===== config.mk =====
export PLATFORM = sky130hd
export DESIGN_NAME = snake_core_multi_flat
export DESIGN_NICKNAME = d
export VERILOG_FILES = /design/src/rtl/snake_pkg.sv /design/src/rtl/snake_core_multi_if.sv /design/src/rtl/snake_dir_queue.sv /design/src/rtl/snake_core_multi.sv /design/src/flat_wrapper.sv
export SDC_FILE = /design/constraint.sdc
export NUM_CORES = 2
export LEC_CHECK = 0
export BUFFER_PORTS_ARGS = -buffer_cell sky130_fd_sc_hd__buf_2
export CAP_MARGIN = 20
export CORE_MARGIN = 3
export CORE_UTILIZATION = 57
export DETAILED_ROUTE_END_ITERATION = 8
export GPL_TIMING_DRIVEN = 1
export PLACE_DENSITY = 0.81
export SLEW_MARGIN = 10
export SYNTH_ARGS = -nofsm -noshare
export SYNTH_HDL_FRONTEND = slang
export SYNTH_HIERARCHICAL = 1
export SYNTH_SLANG_ARGS = --single-unit
export TNS_END_PERCENT = 30

===== constraint.sdc =====
create_clock -name clk_pix -period 25.1 [get_ports clk_pix]
set_input_delay 2.51 -clock clk_pix [delete_from_list [all_inputs] [get_ports clk_pix]]
set_output_delay 2.51 -clock clk_pix [all_outputs]
set_load 0.01 [all_outputs]

===== src/rtl/snake_pkg.sv =====
// Shared encodings for the snake engine: directions, game states and the
// reversal test used by the turn queue.
package snake_pkg;

   localparam logic [1:0] DIR_UP    = 2'd0;
   localparam logic [1:0] DIR_LEFT  = 2'd1;
   localparam logic [1:0] DIR_DOWN  = 2'd2;
   localparam logic [1:0] DIR_RIGHT = 2'd3;

   typedef enum logic [1:0] {
      ST_IDLE = 2'd0,
      ST_RUN  = 2'd1,
      ST_DEAD = 2'd2
   } state_e;

   // Opposite directions differ only in bit 1 with this encoding.
   function automatic logic is_reverse(input logic [1:0] a, input logic [1:0] b);
      return ((a ^ b) == 2'd2);
   endfunction

endpackage


===== src/rtl/snake_core_multi_if.sv =====
// Control/status bundle between the input/tick side and the snake engine.
interface snake_core_multi_if #(parameter int MAX_LEN = 33);
   logic                    start;
   logic                    tick;
   logic [1:0]              dir_in;
   logic                    dir_valid;
   logic                    eat_evt;
   logic                    wrap_mode;
   logic [1:0]              state;
   logic [9:0]              head_x;
   logic [8:0]              head_y;
   logic [7:0]              length;
   logic                    move_evt;
   logic                    self_hit;
   logic                    wall_hit;
   logic [MAX_LEN*10-1:0]   body_bus_x;
   logic [MAX_LEN*9-1:0]    body_bus_y;
   logic [MAX_LEN-1:0]      body_valid;

   modport master (
      output start, tick, dir_in, dir_valid, eat_evt, wrap_mode,
      input  state, head_x, head_y, length, move_evt, self_hit, wall_hit,
             body_bus_x, body_bus_y, body_valid
   );

   modport slave (
      input  start, tick, dir_in, dir_valid, eat_evt, wrap_mode,
      output state, head_x, head_y, length, move_evt, self_hit, wall_hit,
             body_bus_x, body_bus_y, body_valid
   );
endinterface


===== src/rtl/snake_dir_queue.sv =====
// Turn FIFO: filters duplicate and reversing requests against the most
// recently queued direction (or the current one when empty).
module snake_dir_queue
   import snake_pkg::*;
#(
   parameter int DEPTH = 2
) (
   input  logic       clk_pix,
   input  logic       reset,
   input  logic       flush_i,
   input  logic       push_i,
   input  logic [1:0] dir_in_i,
   input  logic       pop_i,
   input  logic [1:0] cur_dir_i,
   output logic [1:0] dir_out_o,
   output logic       empty_o
);

   localparam int CW = $clog2(DEPTH + 1);

   logic [1:0]    q_q [DEPTH];
   logic [1:0]    q_d [DEPTH];
   logic [CW-1:0] cnt_q, cnt_d;
   logic [CW-1:0] cnt_pop_s;
   logic [1:0]    ref_s;
   logic          pop_s;
   logic          accept_s;

   // Next-state: pop first, then filter and append the new request.
   always_comb begin
      ref_s = cur_dir_i;
      for (int i = 0; i < DEPTH; i++) begin
         ref_s = (cnt_q == CW'(i + 1)) ? q_q[i] : ref_s;
      end
      pop_s     = pop_i && (cnt_q != '0);
      cnt_pop_s = pop_s ? (cnt_q - CW'(1)) : cnt_q;
      q_d       = q_q;
      for (int i = 0; i < DEPTH - 1; i++) begin
         q_d[i] = pop_s ? q_q[i + 1] : q_q[i];
      end
      accept_s = push_i && (cnt_pop_s < CW'(DEPTH)) && (dir_in_i != ref_s)
                 && !is_reverse(dir_in_i, ref_s);
      for (int i = 0; i < DEPTH; i++) begin
         q_d[i] = (accept_s && (cnt_pop_s == CW'(i))) ? dir_in_i : q_d[i];
      end
      cnt_d = flush_i ? '0 : (accept_s ? (cnt_pop_s + CW'(1)) : cnt_pop_s);
   end

   // Queue storage and occupancy.
   always_ff @(posedge clk_pix or posedge reset) begin
      if (reset) begin
         cnt_q <= '0;
         for (int i = 0; i < DEPTH; i++) begin
            q_q[i] <= DIR_RIGHT;
         end
      end else begin
         cnt_q <= cnt_d;
         q_q   <= q_d;
      end
   end

   assign dir_out_o = q_q[0];
   assign empty_o   = (cnt_q == '0);

endmodule


===== src/rtl/snake_core_multi.sv =====
// Snake engine: game-state FSM, move/collision evaluation, growth and the
// segment array exported as packed buses.
module snake_core_multi
   import snake_pkg::*;
#(
   parameter int CELL       = 10,
   parameter int GRID_W     = 64,
   parameter int GRID_H     = 48,
   parameter int MAX_LEN    = 33,
   parameter int INIT_LEN   = 2,
   parameter int GROW_STEP  = 2,
   parameter int DIRQ_DEPTH = 2,
   parameter int START_X    = 370,
   parameter int START_Y    = 280
) (
   input  logic               clk_pix,
   input  logic               reset,
   snake_core_multi_if.slave  bus
);

   localparam logic [9:0] XMIN_C   = 10'(CELL);
   localparam logic [9:0] XMAX_C   = 10'((GRID_W - 2) * CELL);
   localparam logic [8:0] YMIN_C   = 9'(CELL);
   localparam logic [8:0] YMAX_C   = 9'((GRID_H - 2) * CELL);
   localparam logic [9:0] CELL_X   = 10'(CELL);
   localparam logic [8:0] CELL_Y   = 9'(CELL);
   localparam logic [7:0] MAXL_C   = 8'(MAX_LEN);
   localparam logic [8:0] MAXP_C   = 9'(MAX_LEN);
   localparam logic [8:0] GROW_C   = 9'(GROW_STEP);
   localparam logic [7:0] INITL_C  = 8'(INIT_LEN);

   state_e             state_q, state_d;
   logic               wrap_q, wrap_d;
   logic [1:0]         cur_dir_q, cur_dir_d;
   logic [7:0]         len_q, len_d;
   logic [7:0]         pend_q, pend_d;
   logic [9:0]         seg_x_q [MAX_LEN];
   logic [9:0]         seg_x_d [MAX_LEN];
   logic [8:0]         seg_y_q [MAX_LEN];
   logic [8:0]         seg_y_d [MAX_LEN];
   logic               move_q, move_d;
   logic               self_q, self_d;
   logic               wall_q, wall_d;
   logic [MAX_LEN-1:0] valid_q, valid_d;

   logic [1:0]         q_head_s;
   logic               q_empty_s;
   logic [1:0]         dir_eff_s;
   logic [9:0]         nx_s;
   logic [8:0]         ny_s;
   logic               out_s;
   logic               grow_s;
   logic               grew_s;
   logic               hit_s;
   logic [7:0]         lim_s;
   logic [8:0]         pend_sum_s;
   logic [MAX_LEN*10-1:0] bus_x_s;
   logic [MAX_LEN*9-1:0]  bus_y_s;

   function automatic logic [9:0] init_x(input int i);
      int k;
      k = (i < INIT_LEN) ? i : (INIT_LEN - 1);
      return 10'(START_X - k * CELL);
   endfunction

   snake_dir_queue #(.DEPTH(DIRQ_DEPTH)) u_dirq (
      .clk_pix   (clk_pix),
      .reset     (reset),
      .flush_i   ((state_q == ST_DEAD) && bus.start),
      .push_i    ((state_q == ST_RUN) && bus.dir_valid),
      .dir_in_i  (bus.dir_in),
      .pop_i     ((state_q == ST_RUN) && bus.tick),
      .cur_dir_i (cur_dir_q),
      .dir_out_o (q_head_s),
      .empty_o   (q_empty_s)
   );

   // Next-state for the whole engine: move target, collisions, FSM, growth.
   always_comb begin
      state_d    = state_q;
      wrap_d     = wrap_q;
      cur_dir_d  = cur_dir_q;
      len_d      = len_q;
      pend_d     = pend_q;
      seg_x_d    = seg_x_q;
      seg_y_d    = seg_y_q;
      move_d     = 1'b0;
      self_d     = 1'b0;
      wall_d     = 1'b0;
      grew_s     = 1'b0;
      pend_sum_s = {1'b0, pend_q};
      dir_eff_s  = q_empty_s ? cur_dir_q : q_head_s;
      nx_s       = seg_x_q[0];
      ny_s       = seg_y_q[0];
      out_s      = 1'b0;

      case (dir_eff_s)
         DIR_UP: begin
            out_s = (seg_y_q[0] < (YMIN_C + CELL_Y));
            ny_s  = out_s ? YMAX_C : (seg_y_q[0] - CELL_Y);
         end
         DIR_DOWN: begin
            out_s = (seg_y_q[0] > (YMAX_C - CELL_Y));
            ny_s  = out_s ? YMIN_C : (seg_y_q[0] + CELL_Y);
         end
         DIR_LEFT: begin
            out_s = (seg_x_q[0] < (XMIN_C + CELL_X));
            nx_s  = out_s ? XMAX_C : (seg_x_q[0] - CELL_X);
         end
         default: begin
            out_s = (seg_x_q[0] > (XMAX_C - CELL_X));
            nx_s  = out_s ? XMIN_C : (seg_x_q[0] + CELL_X);
         end
      endcase

      // The tail cell is vacated unless this move grows the body.
      grow_s = (pend_q != 8'd0) && (len_q < MAXL_C);
      lim_s  = grow_s ? len_q : (len_q - 8'd1);
      hit_s  = 1'b0;
      for (int i = 1; i < MAX_LEN; i++) begin
         hit_s = hit_s | ((8'(i) < lim_s) && (seg_x_q[i] == nx_s) && (seg_y_q[i] == ny_s));
      end

      case (state_q)
         ST_IDLE: begin
            if (bus.start) begin
               state_d = ST_RUN;
               wrap_d  = bus.wrap_mode;
            end else begin
               state_d = ST_IDLE;
            end
         end
         ST_RUN: begin
            if (bus.tick) begin
               cur_dir_d = dir_eff_s;
               if (out_s && !wrap_q) begin
                  wall_d  = 1'b1;
                  state_d = ST_DEAD;
               end else if (hit_s) begin
                  self_d  = 1'b1;
                  state_d = ST_DEAD;
               end else begin
                  for (int i = 1; i < MAX_LEN; i++) begin
                     seg_x_d[i] = seg_x_q[i-1];
                     seg_y_d[i] = seg_y_q[i-1];
                  end
                  seg_x_d[0] = nx_s;
                  seg_y_d[0] = ny_s;
                  move_d     = 1'b1;
                  grew_s     = grow_s;
                  len_d      = grow_s ? (len_q + 8'd1) : len_q;
               end
            end else begin
               cur_dir_d = cur_dir_q;
            end
            pend_sum_s = {1'b0, pend_q} - {8'd0, grew_s} + (bus.eat_evt ? GROW_C : 9'd0);
            pend_d     = (len_d == MAXL_C) ? 8'd0 :
                         ((pend_sum_s > MAXP_C) ? MAXL_C : pend_sum_s[7:0]);
         end
         ST_DEAD: begin
            if (bus.start) begin
               state_d   = ST_RUN;
               wrap_d    = bus.wrap_mode;
               cur_dir_d = DIR_RIGHT;
               len_d     = INITL_C;
               pend_d    = 8'd0;
               for (int i = 0; i < MAX_LEN; i++) begin
                  seg_x_d[i] = init_x(i);
                  seg_y_d[i] = 9'(START_Y);
               end
            end else begin
               state_d = ST_DEAD;
            end
         end
         default: begin
            state_d = ST_IDLE;
         end
      endcase

      for (int i = 0; i < MAX_LEN; i++) begin
         valid_d[MAX_LEN-1-i] = (8'(i) < len_d);
      end
   end

   // Engine state and registered outputs.
   always_ff @(posedge clk_pix or posedge reset) begin
      if (reset) begin
         state_q   <= ST_IDLE;
         wrap_q    <= 1'b0;
         cur_dir_q <= DIR_RIGHT;
         len_q     <= INITL_C;
         pend_q    <= 8'd0;
         move_q    <= 1'b0;
         self_q    <= 1'b0;
         wall_q    <= 1'b0;
         for (int i = 0; i < MAX_LEN; i++) begin
            seg_x_q[i]           <= init_x(i);
            seg_y_q[i]           <= 9'(START_Y);
            valid_q[MAX_LEN-1-i] <= (i < INIT_LEN);
         end
      end else begin
         state_q   <= state_d;
         wrap_q    <= wrap_d;
         cur_dir_q <= cur_dir_d;
         len_q     <= len_d;
         pend_q    <= pend_d;
         move_q    <= move_d;
         self_q    <= self_d;
         wall_q    <= wall_d;
         seg_x_q   <= seg_x_d;
         seg_y_q   <= seg_y_d;
         valid_q   <= valid_d;
      end
   end

   // Pack segments with the head in the most significant slot.
   always_comb begin
      bus_x_s = '0;
      bus_y_s = '0;
      for (int i = 0; i < MAX_LEN; i++) begin
         bus_x_s[(MAX_LEN-1-i)*10 +: 10] = seg_x_q[i];
         bus_y_s[(MAX_LEN-1-i)*9 +: 9]   = seg_y_q[i];
      end
   end

   assign bus.state      = state_q;
   assign bus.head_x     = seg_x_q[0];
   assign bus.head_y     = seg_y_q[0];
   assign bus.length     = len_q;
   assign bus.move_evt   = move_q;
   assign bus.self_hit   = self_q;
   assign bus.wall_hit   = wall_q;
   assign bus.body_bus_x = bus_x_s;
   assign bus.body_bus_y = bus_y_s;
   assign bus.body_valid = valid_q;

endmodule


===== src/flat_wrapper.sv =====
// flat-port wrapper written by rule: the top's interface ports become plain ports
module snake_core_multi_flat import snake_pkg::*;
#(
   parameter int CELL       = 10,
   parameter int GRID_W     = 64,
   parameter int GRID_H     = 48,
   parameter int MAX_LEN    = 33,
   parameter int INIT_LEN   = 2,
   parameter int GROW_STEP  = 2,
   parameter int DIRQ_DEPTH = 2,
   parameter int START_X    = 370,
   parameter int START_Y    = 280
)
  (clk_pix, reset, bus_start, bus_tick, bus_dir_in, bus_dir_valid, bus_eat_evt, bus_wrap_mode, bus_state, bus_head_x, bus_head_y, bus_length, bus_move_evt, bus_self_hit, bus_wall_hit, bus_body_bus_x, bus_body_bus_y, bus_body_valid);
  snake_core_multi_if #(.MAX_LEN(MAX_LEN)) bus_i ();
  input  logic clk_pix;
  input  logic reset;
  input wire logic [$bits(bus_i.start)-1:0] bus_start;
  input wire logic [$bits(bus_i.tick)-1:0] bus_tick;
  input wire logic [$bits(bus_i.dir_in)-1:0] bus_dir_in;
  input wire logic [$bits(bus_i.dir_valid)-1:0] bus_dir_valid;
  input wire logic [$bits(bus_i.eat_evt)-1:0] bus_eat_evt;
  input wire logic [$bits(bus_i.wrap_mode)-1:0] bus_wrap_mode;
  output wire logic [$bits(bus_i.state)-1:0] bus_state;
  output wire logic [$bits(bus_i.head_x)-1:0] bus_head_x;
  output wire logic [$bits(bus_i.head_y)-1:0] bus_head_y;
  output wire logic [$bits(bus_i.length)-1:0] bus_length;
  output wire logic [$bits(bus_i.move_evt)-1:0] bus_move_evt;
  output wire logic [$bits(bus_i.self_hit)-1:0] bus_self_hit;
  output wire logic [$bits(bus_i.wall_hit)-1:0] bus_wall_hit;
  output wire logic [$bits(bus_i.body_bus_x)-1:0] bus_body_bus_x;
  output wire logic [$bits(bus_i.body_bus_y)-1:0] bus_body_bus_y;
  output wire logic [$bits(bus_i.body_valid)-1:0] bus_body_valid;
  assign bus_i.start = bus_start;
  assign bus_i.tick = bus_tick;
  assign bus_i.dir_in = bus_dir_in;
  assign bus_i.dir_valid = bus_dir_valid;
  assign bus_i.eat_evt = bus_eat_evt;
  assign bus_i.wrap_mode = bus_wrap_mode;
  assign bus_state = bus_i.state;
  assign bus_head_x = bus_i.head_x;
  assign bus_head_y = bus_i.head_y;
  assign bus_length = bus_i.length;
  assign bus_move_evt = bus_i.move_evt;
  assign bus_self_hit = bus_i.self_hit;
  assign bus_wall_hit = bus_i.wall_hit;
  assign bus_body_bus_x = bus_i.body_bus_x;
  assign bus_body_bus_y = bus_i.body_bus_y;
  assign bus_body_valid = bus_i.body_valid;
  snake_core_multi #(.CELL(CELL), .GRID_W(GRID_W), .GRID_H(GRID_H), .MAX_LEN(MAX_LEN), .INIT_LEN(INIT_LEN), .GROW_STEP(GROW_STEP), .DIRQ_DEPTH(DIRQ_DEPTH), .START_X(START_X), .START_Y(START_Y)) u_core (.clk_pix(clk_pix), .reset(reset), .bus(bus_i));
endmodule

==> flow_metrics.tcl <==
set metrics [dict create \
    status "finished with violations" \
    violations "DRC" \
    hold_buffers 0 \
    synth_top_family_by_area "compound AO/OA/AOI/OAI gates" \
    grt_pass1_vias 37500 \
    seqPwrFrac_pct 25.6 \
    clk_latency_ns 0.66 \
    num-fill-cells 5661 \
    crit_fanout 267 \
    first_pass_iters 9 \
    synth.area.mux_share_pct 1.19 \
    hold_path.class "flop to flop" \
    internal_power_mw 3.83 \
    h-tree-depth 3 \
    port_buffers 700 \
    synthArstFlopShare_pct 100 \
    drv_slew 0 \
    syn_area_mm2 0.0408 \
    reg2reg_depth 21 \
    numCtsBuffers 76 \
    grt_overflow_total 0 \
    synth_ff_type "dfrtp_1" \
    synth_compound_gate_area_share_pct 21.5 \
    powerDensity_mw_per_mm2 178 \
    core_area_mm2 0.0704 \
    ios 701 \
    fin_crit_sh_pct 41.2 \
    critPathKind "flop to flop" \
    ys_seq_area_share_pct 43.1 \
    rsz0062_at_grt "false" \
    start_util_pct 57.9 \
    tns_ns 0 \
    cts_tree "done" \
    ys_warn_count 6 \
    synth_edf_count 0 \
    p_clk_share_pct 14.1 \
    synthXorXnorAreaFrac_pct 9.52 \
    cts_setup_buffers 0 \
    max_slew_margin_pct 14.4 \
    routedWlPerCell_um 32.7 \
    clock.fmax_mhz 96.8 \
    antenna_found_initial 11 \
    num_vias 41200 \
    min_period_ns 10.33 \
    drv_cap 0 \
    clk_pin_slew_ns 0.06 \
    drtIter0Drc 7226 \
    place_hpwl_um 134000 \
    syn_inst 4306 \
    synth_fa_ha_area_share_pct 0.908 \
    cts_resized 0 \
    nets 4862 \
    synth_seq_cells 690 \
    utilization_pct 67.3 \
    power_switching_mw 4.61 \
    power_mw 8.44 \
    dieArea_mm2 0.0748 \
    setup_ws_ns 14.77 \
    fp.dieH_um 273 \
    cts-root-buf "clkbuf_16" \
    cp.arrival_ns 10.85 \
    netSwitchingFraction_pct 54.6 \
    area_delta_synth_final_pct 16.2 \
    post_drt_via_cell_ratio 7.05 \
    cp.required_ns 25.62 \
    start_kind "flop" \
    ir_drop_mv 0.110 \
    cts_sinks 690 \
    post-route-drc-count 21 \
    netlist-cell-type-count 122 \
    grt_max_degree 277 \
    hold_viol_final 0 \
    clock_skew_ns 0.0304 \
    rows 97 \
    ant_nets 0 \
    place_congestion 1.09 \
    die_w_um 273 \
    grt.total_usage_pct 49.1 \
    p_leak_nw 21.6 \
    finalSetupViolations 0 \
    hold_path_depth 1 \
    grt_pass1_wl_um 269000 \
    synth-simple-area-share_pct 18.8 \
    layout-drive-gt1-share_pct 31.2 \
    synth.avg_cell_area_um2 9.47 \
    cp-end-kind "flop" \
    synth_nets 4344 \
    worst_pin_slew_ns 1.28 \
    cts_max_path_buffers 3 \
    routed_wl_um 191000 \
    p_comb_share_pct 60.3 \
    pre_cts_slack_ns 15.01 \
]
==> layout make-up <==
type	instances	area, µm²	share of cell area (%)
Multi-Input combinational cell	3186	21300	45.0
Timing Repair Buffer	799	4350	9.19
Inverter	71	282	0.594
Sequential cell	690	17600	37.1
Tap cell	940	1180	2.48
Clock buffer	116	2270	4.80
Clock inverter	26	392	0.827
Antenna cell	9	22.5	0.0476
==> state kept, by name (all words and copies together) (netlist names), 8 cells and up <==
register and count:
u_core/bus.body_valid 33, u_core/pend_q 8, u_core/bus.body_bus_x 320, u_core/bus.body_bus_y 288
u_core/bus.head_x 10, u_core/bus.length 8, u_core/bus.head_y 9
==> critical path, cell delays in order, from the launching register on <==
cell and delay (ns):
dfrtp_1 0.44, inv_1 0.18, ha_1 0.97, mux2i_1 0.63
buf_4 0.32, nand3_1 0.21, a21oi_1 0.78, nand2_1 0.76
xnor2_1 0.31, o2111ai_1 0.12, nor4_1 0.08, a32oi_1 0.66
nand4_1 0.39, nor4_4 0.67, nand4_1 0.25, a21oi_4 0.23
buf_4 0.74, buf_12 0.67, buf_4 0.69, buf_12 0.34
nor2b_1 0.09, a31o_2 0.22
==> power by group through the flow <==
stage	Sequential, mW	Clock, mW	Combinational [mW]
floorplan	1.94	0	2.97
global placement	2.12	0	4.66
detailed placement	2.13	0	4.73
CTS	2.11	1.19	4.75
global route	2.16	1.23	5.18
finish	2.16	1.19	5.09
==> synthesized netlist by cell type, types with 15 or more instances <==
cell type  instances  area, µm²
nor2_1           558       2090
dfrtp_1          449      11200
nor2b_1          369       2310
a21oi_1          318       1590
xnor2_1          293       2570
a31o_2           246       2150
dfstp_2          241       6330
buf_2            180        901
xor2_1           131       1150
o21ai_0          129        646
clkbuf_1         127        477
nand2_1          124        465
a31o_1           108        946
nand3_1           78        390
inv_1             66        248
nor4_1            58        363
nand4_1           56        350
nor3_1            53        265
buf_4             38        285
a31oi_1           37        231
o2111ai_1         37        324
o211ai_1          34        255
ha_1              28        350
or3_1             28        175
mux2_2            27        304
a211oi_1          22        165
o22ai_1           21        131
nor4b_1           19        166
or4_1             19        143
o32ai_1           18        158
a2111oi_0         16        140
nand2b_1          16        100
a21o_1            15        113
mux2i_1           15        150
==> path summary, 6_finish.rpt <==
path / from / to / slack (ns)
max in group asynchronous: reset / u_core/bus.body_bus_x[50] / 19.85
min reg2reg: u_core/pend_q[7] / u_core/pend_q[7] / 0.49
max reg2reg: u_core/u_dirq/cnt_q[0] / u_core/bus.body_bus_y[154] / 14.77
min: u_core/pend_q[7] / u_core/pend_q[7] / 0.49
min in group asynchronous: reset / u_core/u_dirq/cnt_q[0] / 1.85
max: u_core/u_dirq/cnt_q[0] / u_core/bus.body_bus_y[154] / 14.77
==> metrics by stage <==
| stage | hold slack [ns] | cell area [µm²] | instances |
|---|---|---|---|
| global placement | 0.469 | 44500 | 5678 |
| global route | 0.497 | 47300 | 5830 |
| detailed placement | 0.475 | 44600 | 5681 |
| CTS | 0.492 | 47200 | 5823 |
| floorplan | 0.454 | 40800 | 4306 |
| finish | 0.490 | 47400 | 5837 |
==> cell families after synthesis <==
logic type / count (synthesis)
adder cells (fa/ha/maj): 29
AND/OR/NAND/NOR: 1477
AO/OA/AOI/OAI: 1204
XOR/XNOR: 432
multiplexers: 44
buffers and inverters: 430
flip-flops: 690
==> cell usage in the layout (no fill, tap or decap), drive strengths merged, types with 12 or more instances in the layout <==
master   instances
mux2            29
o21a            12
mux2i           15
or4             21
nor4b           20
clkinv          21
and2            13
inv             70
o22ai           21
nor3            59
nand3           78
nand4           56
buf            799
or3             29
a21oi          323
nor2           568
a211oi          25
nor4            63
and3            14
nand2b          16
nand2          127
o2111ai         39
a31o           354
xnor2          294
ha              28
dfrtp          449
dfstp          241
a31oi           37
o21ai          145
xor2           132
o211ai          37
clkbuf         116
a22oi           15
a21o            15
o32ai           19
a2111oi         17
nor2b          369
==> layer usage <==
metal | global-route usage [%] | share of wire (%) | up-vias
met5 | 0 | 0.057 | -
li1 | - | - | 16500
met4 | 30.0 | 7.7 | 8
met3 | 16.6 | 15 | 897
met1 | 63.6 | 35 | 19900
met2 | 71.1 | 42 | 3855
No activity file was read; power rests on OpenSTA's default activity.
